`config.mk`:
```
export PLATFORM = sky130hd
export DESIGN_NAME = pwm16_out_flat
export DESIGN_NICKNAME = d
export VERILOG_FILES = /design/src/rtl/pwm16_pkg.sv /design/src/rtl/pwm16_if.sv /design/src/rtl/pwm16_counter.sv /design/src/rtl/pwm16_out.sv /design/src/flat_wrapper.sv
export SDC_FILE = /design/constraint.sdc
export NUM_CORES = 1
export LEC_CHECK = 0
export CAP_MARGIN = 10
export CORE_ASPECT_RATIO = 2
export CORE_MARGIN = 8
export CORE_UTILIZATION = 42
export DETAILED_ROUTE_END_ITERATION = 6
export GPL_TIMING_DRIVEN = 0
export PLACE_DENSITY = 0.6
export SETUP_SLACK_MARGIN = 0.3
export SYNTH_ARGS = -nofsm -noshare
export SYNTH_HDL_FRONTEND = slang
export SYNTH_SLANG_ARGS = --single-unit
```
`constraint.sdc`:
```
create_clock -name clk -period 4.19 [get_ports clk]
set_clock_uncertainty 0.15 [all_clocks]
set_input_delay 0.838 -clock clk [delete_from_list [all_inputs] [get_ports clk]]
set_output_delay 0.838 -clock clk [all_outputs]
set_load 0.03 [all_outputs]
```
`src/rtl/pwm16_pkg.sv`:
```
// Shared types and defaults for the pwm16 DAC output stage.
package pwm16_pkg;

  localparam int DW_DEF     = 16;
  localparam int UCNT_W_DEF = 8;

  typedef logic [DW_DEF-1:0] duty_t;

  // Counter direction, only meaningful for the centre-aligned counter.
  typedef enum logic {
    CNT_UP   = 1'b0,
    CNT_DOWN = 1'b1
  } cnt_dir_e;

endpackage

```
`src/rtl/pwm16_if.sv`:
```
// Sample stream (valid/ready) carrying quantized duty words into pwm16_out.
interface pwm16_if #(
  parameter int DW = pwm16_pkg::DW_DEF
) ();

  logic          s_valid;
  logic          s_ready;
  logic [DW-1:0] s_data;

  modport master (output s_valid, output s_data, input s_ready);
  modport slave  (input s_valid, input s_data, output s_ready);

endinterface

```
`src/rtl/pwm16_counter.sv`:
```
// PWM period counter. Emits the next counter value and a load strobe
// marking the last cycle of a period (or the first enabled cycle).
// PWM16_OUT_CENTER_ALIGN_EN selects an up/down counter with both endpoints
// held one cycle; otherwise a plain wrapping up-counter is built.
module pwm16_counter
  import pwm16_pkg::*;
#(
  parameter int DW = DW_DEF
) (
  input  logic          clk,
  input  logic          rst_n,
  input  logic          en,
  output logic [DW-1:0] cnt_nxt,
  output logic          load
);

  localparam logic [DW-1:0] CNT_MAX = '1;

  logic          run_q;
  logic [DW-1:0] cnt_q, cnt_d;
  logic          first_cyc;

  // First enabled cycle after idle or reset always starts a fresh period.
  assign first_cyc = en && !run_q;

`ifdef PWM16_OUT_CENTER_ALIGN_EN
  cnt_dir_e dir_q, dir_d;

  // Up 0..max, hold max, down to 0, hold 0; load on the bottom hold.
  always_comb begin
    // NOTE: every output of this block is given a default first, so no
    // branch can leave a value unassigned and infer a latch.
    cnt_d = cnt_q;
    dir_d = dir_q;
    load  = 1'b0;
    if (!en) begin
      cnt_d = '0;
      dir_d = CNT_UP;
    end else if (first_cyc || (dir_q == CNT_DOWN && cnt_q == '0)) begin
      load  = 1'b1;
      cnt_d = '0;
      dir_d = CNT_UP;
    end else if (dir_q == CNT_UP) begin
      if (cnt_q == CNT_MAX) dir_d = CNT_DOWN;
      else                  cnt_d = cnt_q + 1'b1;
    end else begin
      cnt_d = cnt_q - 1'b1;
    end
  end

  // Direction register.
  always_ff @(posedge clk or negedge rst_n) begin
    if (!rst_n) dir_q <= CNT_UP;
    else        dir_q <= dir_d;
  end
`else
  // Wrapping up-counter; load on the terminal count.
  always_comb begin
    cnt_d = cnt_q;
    load  = 1'b0;
    if (!en) begin
      cnt_d = '0;
    end else if (first_cyc || cnt_q == CNT_MAX) begin
      load  = 1'b1;
      cnt_d = '0;
    end else begin
      cnt_d = cnt_q + 1'b1;
    end
  end
`endif

  // Counter and run-tracking registers.
  always_ff @(posedge clk or negedge rst_n) begin
    // NOTE: non-blocking assignments make every flop sample pre-edge values,
    // independent of statement order.
    if (!rst_n) begin
      cnt_q <= '0;
      run_q <= 1'b0;
    end else begin
      cnt_q <= cnt_d;
      run_q <= en;
    end
  end

  assign cnt_nxt = cnt_d;

endmodule

```
`src/rtl/pwm16_out.sv`:
```
// PWM DAC output stage: double-buffered duty (pending -> active swapped only
// at a period boundary), registered compare, underrun reporting.
// Build option: PWM16_OUT_CENTER_ALIGN_EN (centre-aligned counter, consumed
// inside pwm16_counter).
module pwm16_out
  import pwm16_pkg::*;
#(
  parameter int DW     = DW_DEF,
  parameter int UCNT_W = UCNT_W_DEF
) (
  input  logic              clk,
  input  logic              rst_n,
  input  logic              en,
  pwm16_if.slave            s,
  output logic              pwm_out,
  output logic              period_start,
  output logic              underrun,
  output logic [UCNT_W-1:0] underrun_cnt,
  input  logic              underrun_clr
);

  localparam logic [UCNT_W-1:0] UCNT_MAX = '1;

  logic [DW-1:0]     cnt_nxt;
  logic              load;

  logic [DW-1:0]     pend_q, pend_d;
  logic              pend_full_q, pend_full_d;
  logic [DW-1:0]     active_q, active_d;
  logic              pwm_q, pwm_d;
  logic              period_start_q, period_start_d;
  logic              underrun_q, underrun_d;
  logic [UCNT_W-1:0] ucnt_q, ucnt_d;

  logic              accept;
  logic              swap;
  logic              miss;

  pwm16_counter #(.DW(DW)) u_counter (
    .clk     (clk),
    .rst_n   (rst_n),
    .en      (en),
    .cnt_nxt (cnt_nxt),
    .load    (load)
  );

  // Ready depends only on buffer state, never on s_valid.
  assign s.s_ready = ~pend_full_q;

  // Handshake, buffer swap, compare and underrun bookkeeping.
  always_comb begin
    accept = s.s_valid && !pend_full_q;
    swap   = load && pend_full_q;
    miss   = load && !pend_full_q;

    pend_d      = pend_q;
    pend_full_d = pend_full_q;
    active_d    = active_q;

    // Accept and swap are exclusive: accept needs the buffer empty.
    if (swap) begin
      active_d    = pend_q;
      pend_full_d = 1'b0;
    end else if (accept) begin
      pend_d      = s.s_data;
      pend_full_d = 1'b1;
    end

    // Compare against next-cycle count and post-load duty so the output
    // stays aligned with the counter and a new duty applies from cnt==0.
    pwm_d = en && (cnt_nxt < active_d);

    period_start_d = load;
    underrun_d     = miss;

    ucnt_d = ucnt_q;
    if (underrun_clr)                  ucnt_d = '0;
    else if (miss && ucnt_q != UCNT_MAX) ucnt_d = ucnt_q + 1'b1;
  end

  // State registers; everything returns to idle on reset.
  always_ff @(posedge clk or negedge rst_n) begin
    if (!rst_n) begin
      pend_q         <= '0;
      pend_full_q    <= 1'b0;
      active_q       <= '0;
      pwm_q          <= 1'b0;
      period_start_q <= 1'b0;
      underrun_q     <= 1'b0;
      ucnt_q         <= '0;
    end else begin
      pend_q         <= pend_d;
      pend_full_q    <= pend_full_d;
      active_q       <= active_d;
      pwm_q          <= pwm_d;
      period_start_q <= period_start_d;
      underrun_q     <= underrun_d;
      ucnt_q         <= ucnt_d;
    end
  end

  assign pwm_out      = pwm_q;
  assign period_start = period_start_q;
  assign underrun     = underrun_q;
  assign underrun_cnt = ucnt_q;

endmodule
```
`src/flat_wrapper.sv`:
```
// flat-port wrapper written by rule: the top's interface ports become plain ports
module pwm16_out_flat import pwm16_pkg::*;
#(
  parameter int DW     = DW_DEF,
  parameter int UCNT_W = UCNT_W_DEF
)
  (clk, rst_n, en, pwm_out, period_start, underrun, underrun_cnt, underrun_clr, s_s_valid, s_s_data, s_s_ready);
  pwm16_if #(.DW(DW)) s_i ();
  input  logic clk;
  input  logic rst_n;
  input  logic en;
  output logic pwm_out;
  output logic period_start;
  output logic underrun;
  output logic [UCNT_W-1:0] underrun_cnt;
  input  logic underrun_clr;
  input wire logic [$bits(s_i.s_valid)-1:0] s_s_valid;
  input wire logic [$bits(s_i.s_data)-1:0] s_s_data;
  output wire logic [$bits(s_i.s_ready)-1:0] s_s_ready;
  assign s_i.s_valid = s_s_valid;
  assign s_i.s_data = s_s_data;
  assign s_s_ready = s_i.s_ready;
  pwm16_out #(.DW(DW), .UCNT_W(UCNT_W)) u_core (.clk(clk), .rst_n(rst_n), .en(en), .s(s_i), .pwm_out(pwm_out), .period_start(period_start), .underrun(underrun), .underrun_cnt(underrun_cnt), .underrun_clr(underrun_clr));
endmodule
```
# Word level (Yosys, flattened, before mapping)
# Cells that the tools add are included.
dict set report op_classes {
  n_addsub 2
  magnitude_cmp 1
  eq_ne 2
  mux 9
  bitwise 2
  reduce_logical 12
}
# operator count
set ops {}
lappend ops {{$mux W16} 3}
lappend ops {{$add A16 B1 Y16 const B} 1}
lappend ops {{$eq A16 B16 Y1 const B} 1}
lappend ops {{$lt A16 B16 Y1} 1}
lappend ops {{$mux W8} 2}
lappend ops {{$add A8 B1 Y8 const B} 1}
lappend ops {{$ne A8 B8 Y1 const B} 1}
lappend ops {{$logic_and A1 B1 Y1} 6}
lappend ops {{$mux W1} 4}
lappend ops {{$reduce_bool A2 Y1} 2}
lappend ops {{$logic_not A1 Y1} 2}
lappend ops {{$not A1 Y1} 2}
lappend ops {{$reduce_and A2 Y1} 1}
lappend ops {{$logic_or A1 B1 Y1} 1}
dict set report totals {
  register_bits 61
  inputBits 21
  out_inout_bits 12
  wordCells 37
}

# Depth between registers and ports, before layout
dict set report logic_depth {
  depth_word 9
  mapped_depth 14
  mapped_depth_nobuf 13
}

# Modules after synthesis
# From an unflattened synthesis, not the netlist that was laid out.
dict set report unflattened {
  hier_cells 252
  area_unflattened_um2 2936.6
}
# module n_inst cells_each area_each_um2 seq_area_each_um2
set by_module_without_submodules {}
lappend by_module_without_submodules {pwm16_out 1 172 2118.3 1101.1}
lappend by_module_without_submodules {pwm16_counter 1 80 818.3 425.4}

# Worst setup path before layout
# Ideal clock, no wire load.
dict set report synth_timing {
  path_kind {flip-flop to flip-flop}
  startpoint {register u_core.u_counter.cnt_q[0]}
  endpoint {register u_core.pwm_q (netlist: u_core.pwm_out)}
  setup_time_ns 0.128
  t_arrival_ns 2.906
  required_ns 3.912
  slack_ns 1.006
  stages_incl_launch_ff 14
  path_buffers 1
  synth_period_minus_slack_ns 3.184
  path_cell_list {dfrtp_1 -> ha_1 -> nand4_2 -> o41ai_4 -> nand2_2 -> inv_2 -> nand2_2 -> buf_2 -> mux2i_1 -> ha_1 -> nand4_1 -> or3_1 -> nor3_1 -> a21oi_1}
}
dict set report synth_via {
  elab_chain_len 8
  elab_cells_between_ends 11
  classes_between {add/sub: 1; order compare: 1; eq/ne: 1; mux: 5; reduce/logical: 3}
}
# element line_no
set synth_rtl {}
lappend synth_rtl {{start: declaration} pwm16_counter.sv:20} ;# logic [DW-1:0] cnt_q, cnt_d;
lappend synth_rtl {{start signal: assignment} pwm16_counter.sv:80} ;# cnt_q <= cnt_d;
lappend synth_rtl {{$eq A16 B16 Y1} pwm16_counter.sv:63} ;# end else if (first_cyc || cnt_q == CNT_MAX) begin
lappend synth_rtl {{$logic_or A1 B1 Y1} pwm16_counter.sv:63}
lappend synth_rtl {{$mux W1} pwm16_counter.sv:63}
lappend synth_rtl {{$mux W1} pwm16_counter.sv:61} ;# if (!en) begin
lappend synth_rtl {{via u_core.load} pwm16_out.sv:25} ;# logic load;
lappend synth_rtl {{$logic_and A1 B1 Y1} pwm16_out.sv:53} ;# swap = load && pend_full_q;
lappend synth_rtl {{$mux W16} pwm16_out.sv:61} ;# if (swap) begin
lappend synth_rtl {{$lt A16 B16 Y1} pwm16_out.sv:71} ;# pwm_d = en && (cnt_nxt < active_d);
lappend synth_rtl {{$logic_and A1 B1 Y1} pwm16_out.sv:71}
lappend synth_rtl {{via u_core.pwm_d} pwm16_out.sv:30} ;# logic pwm_q, pwm_d;
lappend synth_rtl {{end signal: assignment} pwm16_out.sv:95} ;# pwm_q <= pwm_d;
lappend synth_rtl {{end: declaration} pwm16_out.sv:30}
# The timed path passes the listed nets, and every way through them passes these cells.
# A chain may end at the register's enable or synchronous reset.

# Final worst setup path
# Ends and elaborated chain as after synthesis.

==> results by stage <==
Status:
- The run finished with clean final reports.

CTS:
- TritonCTS built the clock tree.
- The number of buffers inserted during clock tree synthesis is 9.
- The clock latency of the later-clocked register in the worst-skew pair is 0.33 ns.
- The CTS clock-pin slew for the worst setup and hold paths is 0.05 ns.
- The cell at the root of the clock tree is sky130_fd_sc_hd__clkbuf_16.
- CTS built an H-tree with a depth of 3.
- The number of sinks on the clock net is 61.
- The maximum buffer depth of the clock tree is 2.

STA:
- Setup repair after global routing left no endpoint under its margin.
- The worst hold margin is 0.359 ns.
- The headroom to the max-slew limit is 0.576.
- Setup violations remaining at the end of the flow were counted as 0.
- Of the available clock period, the critical path in the final layout requires 0.870.
- Timing would allow up to 274 MHz.
- Adding up every negative setup slack in the final design gives 0 ns.
- For the pin with the worst max-slew slack, the measured transition is 0.636 ns.
- The number of pins with negative max-slew slack in the final report came to 0.
- The worst path needs 3.65 ns of the cycle, external delays included.
- The final-report hold violation count is 0.

Route:
- The remaining routing DRC violations is 0.
- The number of optimization iterations in the first detailed-route pass is 4.
- The first routing iteration left 59 violations.
- The count of antenna-violating nets left after detailed routing is 0.
- In the final routed layout, each cell accounts on average for 16.4 um.
- The routed layout has 2,143 vias.
- The post-detailed-routing wire length is 6.58 mm.
- Dividing the detail-routed via count by the number of cells gives 5.33.

Yosys:
- The total of warnings raised by yosys is 0.
- The number of flops mapped to enable cells by yosys is 0.
- Averaged over all synthesized cells, the footprint is 11.9 sq um.
- The total nets after synthesis is 300.
- The leading register cell type out of synthesis is sky130_fd_sc_hd__dfrtp_1.
- The synthesized netlist cell count is 262.
- The sequential share of the synthesized area is 0.490.
- Of all flip-flops after synthesis, the portion carrying an async set or reset was 1.00.
- Counting distinct cell types in the post-synthesis netlist gives 41.
- The synthesized design contains 61 register bits.
- The synthesized cell area is 0.00312 sq mm.

Cells and area:
- The area growth from synthesis to layout is 23.4%.
- The register area is 0.00153 sq mm.
- The layout has 648 filler cells.
- The final net count is 344.
- The ratio of cells with drive above 1 in the final layout is 0.190.
- 0 antenna diodes ended up in the layout.
- The multi-input gate area in the final layout is 0.00152 sq mm.

Setup path:
- STA classifies the critical path startpoint as a flop.
- Of all nets on the critical path, the largest fanout is 10.
- The arrival time at the worst endpoint is 3.69 ns.
- The endpoint kind of the worst setup timing path is a flop.
- The critical path is of the reg2reg type.
- The worst register-to-register path has a setup slack of 0.54 ns.
- Measured in cells, the most critical reg-to-reg path has a length of 13.
- At the worst endpoint, the required time is 4.24 ns.

Global routing:
- The total global routing overflow is 0.
- The first global-routing pass estimated 11.3 mm of wire.
- The maximum number of pins on one net before global-route repair is 36.
- The number of antenna violations at the first check in global routing came to 0.
- The via count of the first global-routing pass is 2,347.
- The aggregate global-route resource usage is 0.138.

Placement:
- Input and output buffers added on the ports amount to 31.
- At the end of routability-driven placement, the weighted congestion stood at 0.780.
- Detailed placement finished with a half-perimeter wire length of 5.05 mm.

Floorplanning:
- The floorplan die area is 0.0106 sq mm.
- Pin placement for this block handled 33 I/O pins.
- The die span in y is 138 um.
- The initial core utilization is 0.432.
- The floorplan step defined a core boundary enclosing 0.00721 sq mm.
- The floorplan step set the die width to 76.9 um.
- The number of cell rows is 44.

Power:
- The maximum resistive drop on vdd is 261 uV.
- Overall power consumption after layout is estimated at 1.80 mW.
- Summed over all cells, the static leakage comes to 1.78 nW.
- The power density of the placed cells is 469 mW/mm^2.

Min path:
- The number of cells traversed by the worst hold path is 1.
- The worst min-delay path class is reg2reg.

Job:
- Max-cap violations in this run came to 0.
[final cells by class]
class / count / share of cell area
Clock buffer: 14 / 0.0713
Timing Repair Buffer: 33 / 0.0866
Tap cell: 92 / 0.0299
Buffer: 9 / 0.0140
Sequential cell: 61 / 0.397
Clock inverter: 1 / 0.00130
Inverter: 5 / 0.00488
Multi-Input combinational cell: 187 / 0.395
[power breakdown]
group	internal [mW]	leakage, nW	switching, mW
Combinational	0.208	0.867	0.139
Clock	0.444	0.139	0.241
Sequential	0.702	0.772	0.0712
[state kept, by name, indices dropped and copies added, names as in the netlist, 8 cells and up]
signal and count:
u_core.underrun_cnt 8, u_core.active_q 16, u_core.pend_q 16, u_core.u_counter.cnt_q 16
[per-stage QoR]
| step | cell area (sq um) | util | setup WS [ns] | cells |
|---|---|---|---|---|
| floorplan | 3120 | - | 1.01 | 262 |
| global placement | 3540 | 0.491 | 0.0869 | 385 |
| detailed placement | 3560 | 0.493 | 0.105 | 386 |
| CTS | 3840 | 0.532 | 0.394 | 401 |
| global route | 3840 | 0.533 | 0.331 | 402 |
| finish | 3840 | 0.533 | 0.544 | 402 |
[final timing paths]
check | endpoint | start
worst max-delay path | u_core.pwm_out$_DFF_PN0_ | u_core.u_counter.cnt_q[0]$_DFF_PN0_
worst min-delay path | u_core.active_q[6]$_DFF_PN0_ | u_core.active_q[6]$_DFF_PN0_
worst max register to register | u_core.pwm_out$_DFF_PN0_ | u_core.u_counter.cnt_q[0]$_DFF_PN0_
worst min register to register | u_core.active_q[6]$_DFF_PN0_ | u_core.active_q[6]$_DFF_PN0_
max in group asynchronous | u_core.pend_q[10]$_DFFE_PN0P_ | rst_n
min in group asynchronous | u_core.underrun_cnt[0]$_DFFE_PN0P_ | rst_n
[synthesized netlist by cell type, drive strengths merged (3+ instances only)]
| cell type | n | area share |
|---|---|---|
| dfrtp | 61 | 0.49 |
| mux2 | 31 | 0.13 |
| nor2 | 27 | 0.033 |
| ha | 17 | 0.068 |
| nand3 | 17 | 0.027 |
| mux2i | 15 | 0.048 |
| nand2 | 11 | 0.015 |
| xnor2 | 11 | 0.031 |
| a21oi | 8 | 0.013 |
| nand4 | 7 | 0.016 |
| xor2 | 7 | 0.020 |
| buf | 5 | 0.012 |
| inv | 5 | 0.0060 |
| and3 | 4 | 0.0080 |
| clkbuf | 4 | 0.0048 |
| nor3 | 4 | 0.0064 |
| and2 | 3 | 0.0060 |
| nor4 | 3 | 0.0060 |
[critical path, stage by stage, from the launching register on]
cell	delay [ns]
sky130_fd_sc_hd__dfrtp_1	0.43
sky130_fd_sc_hd__ha_1	0.26
sky130_fd_sc_hd__nand4_2	0.23
sky130_fd_sc_hd__o41ai_4	0.39
sky130_fd_sc_hd__nand2_2	0.15
sky130_fd_sc_hd__inv_2	0.12
sky130_fd_sc_hd__nand2_2	0.10
sky130_fd_sc_hd__buf_2	0.26
sky130_fd_sc_hd__mux2i_1	0.16
sky130_fd_sc_hd__ha_1	0.33
sky130_fd_sc_hd__nand4_1	0.15
sky130_fd_sc_hd__or3_1	0.45
sky130_fd_sc_hd__o221ai_1	0.25
sky130_fd_sc_hd__a21oi_1	0.09
[routing by layer]
metal  wire (um)  vias up  share of wire  track usage
met5           0        -              0            0
met4         159        0          0.024       0.0744
met3         303       12          0.046       0.0477
met2        3530       45           0.54        0.244
met1        2590     1055           0.39        0.138
li1            -     1031              -            -
[cells by family (layout without fill, tap and decap cells)]
| kind of cell | count (synthesis) | after routing | synth area share |
|---|---|---|---|
| mux | 46 | 46 | 0.177 |
| compound gates | 21 | 21 | 0.0530 |
| flops | 61 | 61 | 0.490 |
| simple gates | 85 | 85 | 0.139 |
| buf+inv | 14 | 62 | 0.0225 |
| fa+ha+maj | 17 | 17 | 0.0683 |
| xor+xnor | 18 | 18 | 0.0506 |
[cells in the final DEF (no fill, tap or decap), types with 4 or more instances in the layout]
cell	Yosys	layout
sky130_fd_sc_hd__mux2_2	17	17
sky130_fd_sc_hd__nand3_1	17	17
sky130_fd_sc_hd__clkbuf_16	0	9
sky130_fd_sc_hd__clkdlybuf4s50_1	0	30
sky130_fd_sc_hd__dfrtp_1	61	61
sky130_fd_sc_hd__nor2_1	27	27
sky130_fd_sc_hd__xor2_1	7	7
sky130_fd_sc_hd__inv_1	4	4
sky130_fd_sc_hd__ha_1	17	17
sky130_fd_sc_hd__clkbuf_1	4	4
sky130_fd_sc_hd__nand2_1	9	9
sky130_fd_sc_hd__and3_1	4	4
sky130_fd_sc_hd__xnor2_1	11	11
sky130_fd_sc_hd__nor3_1	4	4
sky130_fd_sc_hd__a21oi_1	8	8
sky130_fd_sc_hd__nand4_1	6	6
sky130_fd_sc_hd__mux2i_1	15	15
sky130_fd_sc_hd__mux2_4	14	14
[repair_timing]
item                       in CTS  in global routing
pin swaps                       1                  1
resized for setup               1                  2
buffers inserted                0                  1
hold buffers                    0                  0
setup endpoints to repair       1                  1
(Power assumes the default switching activity.)
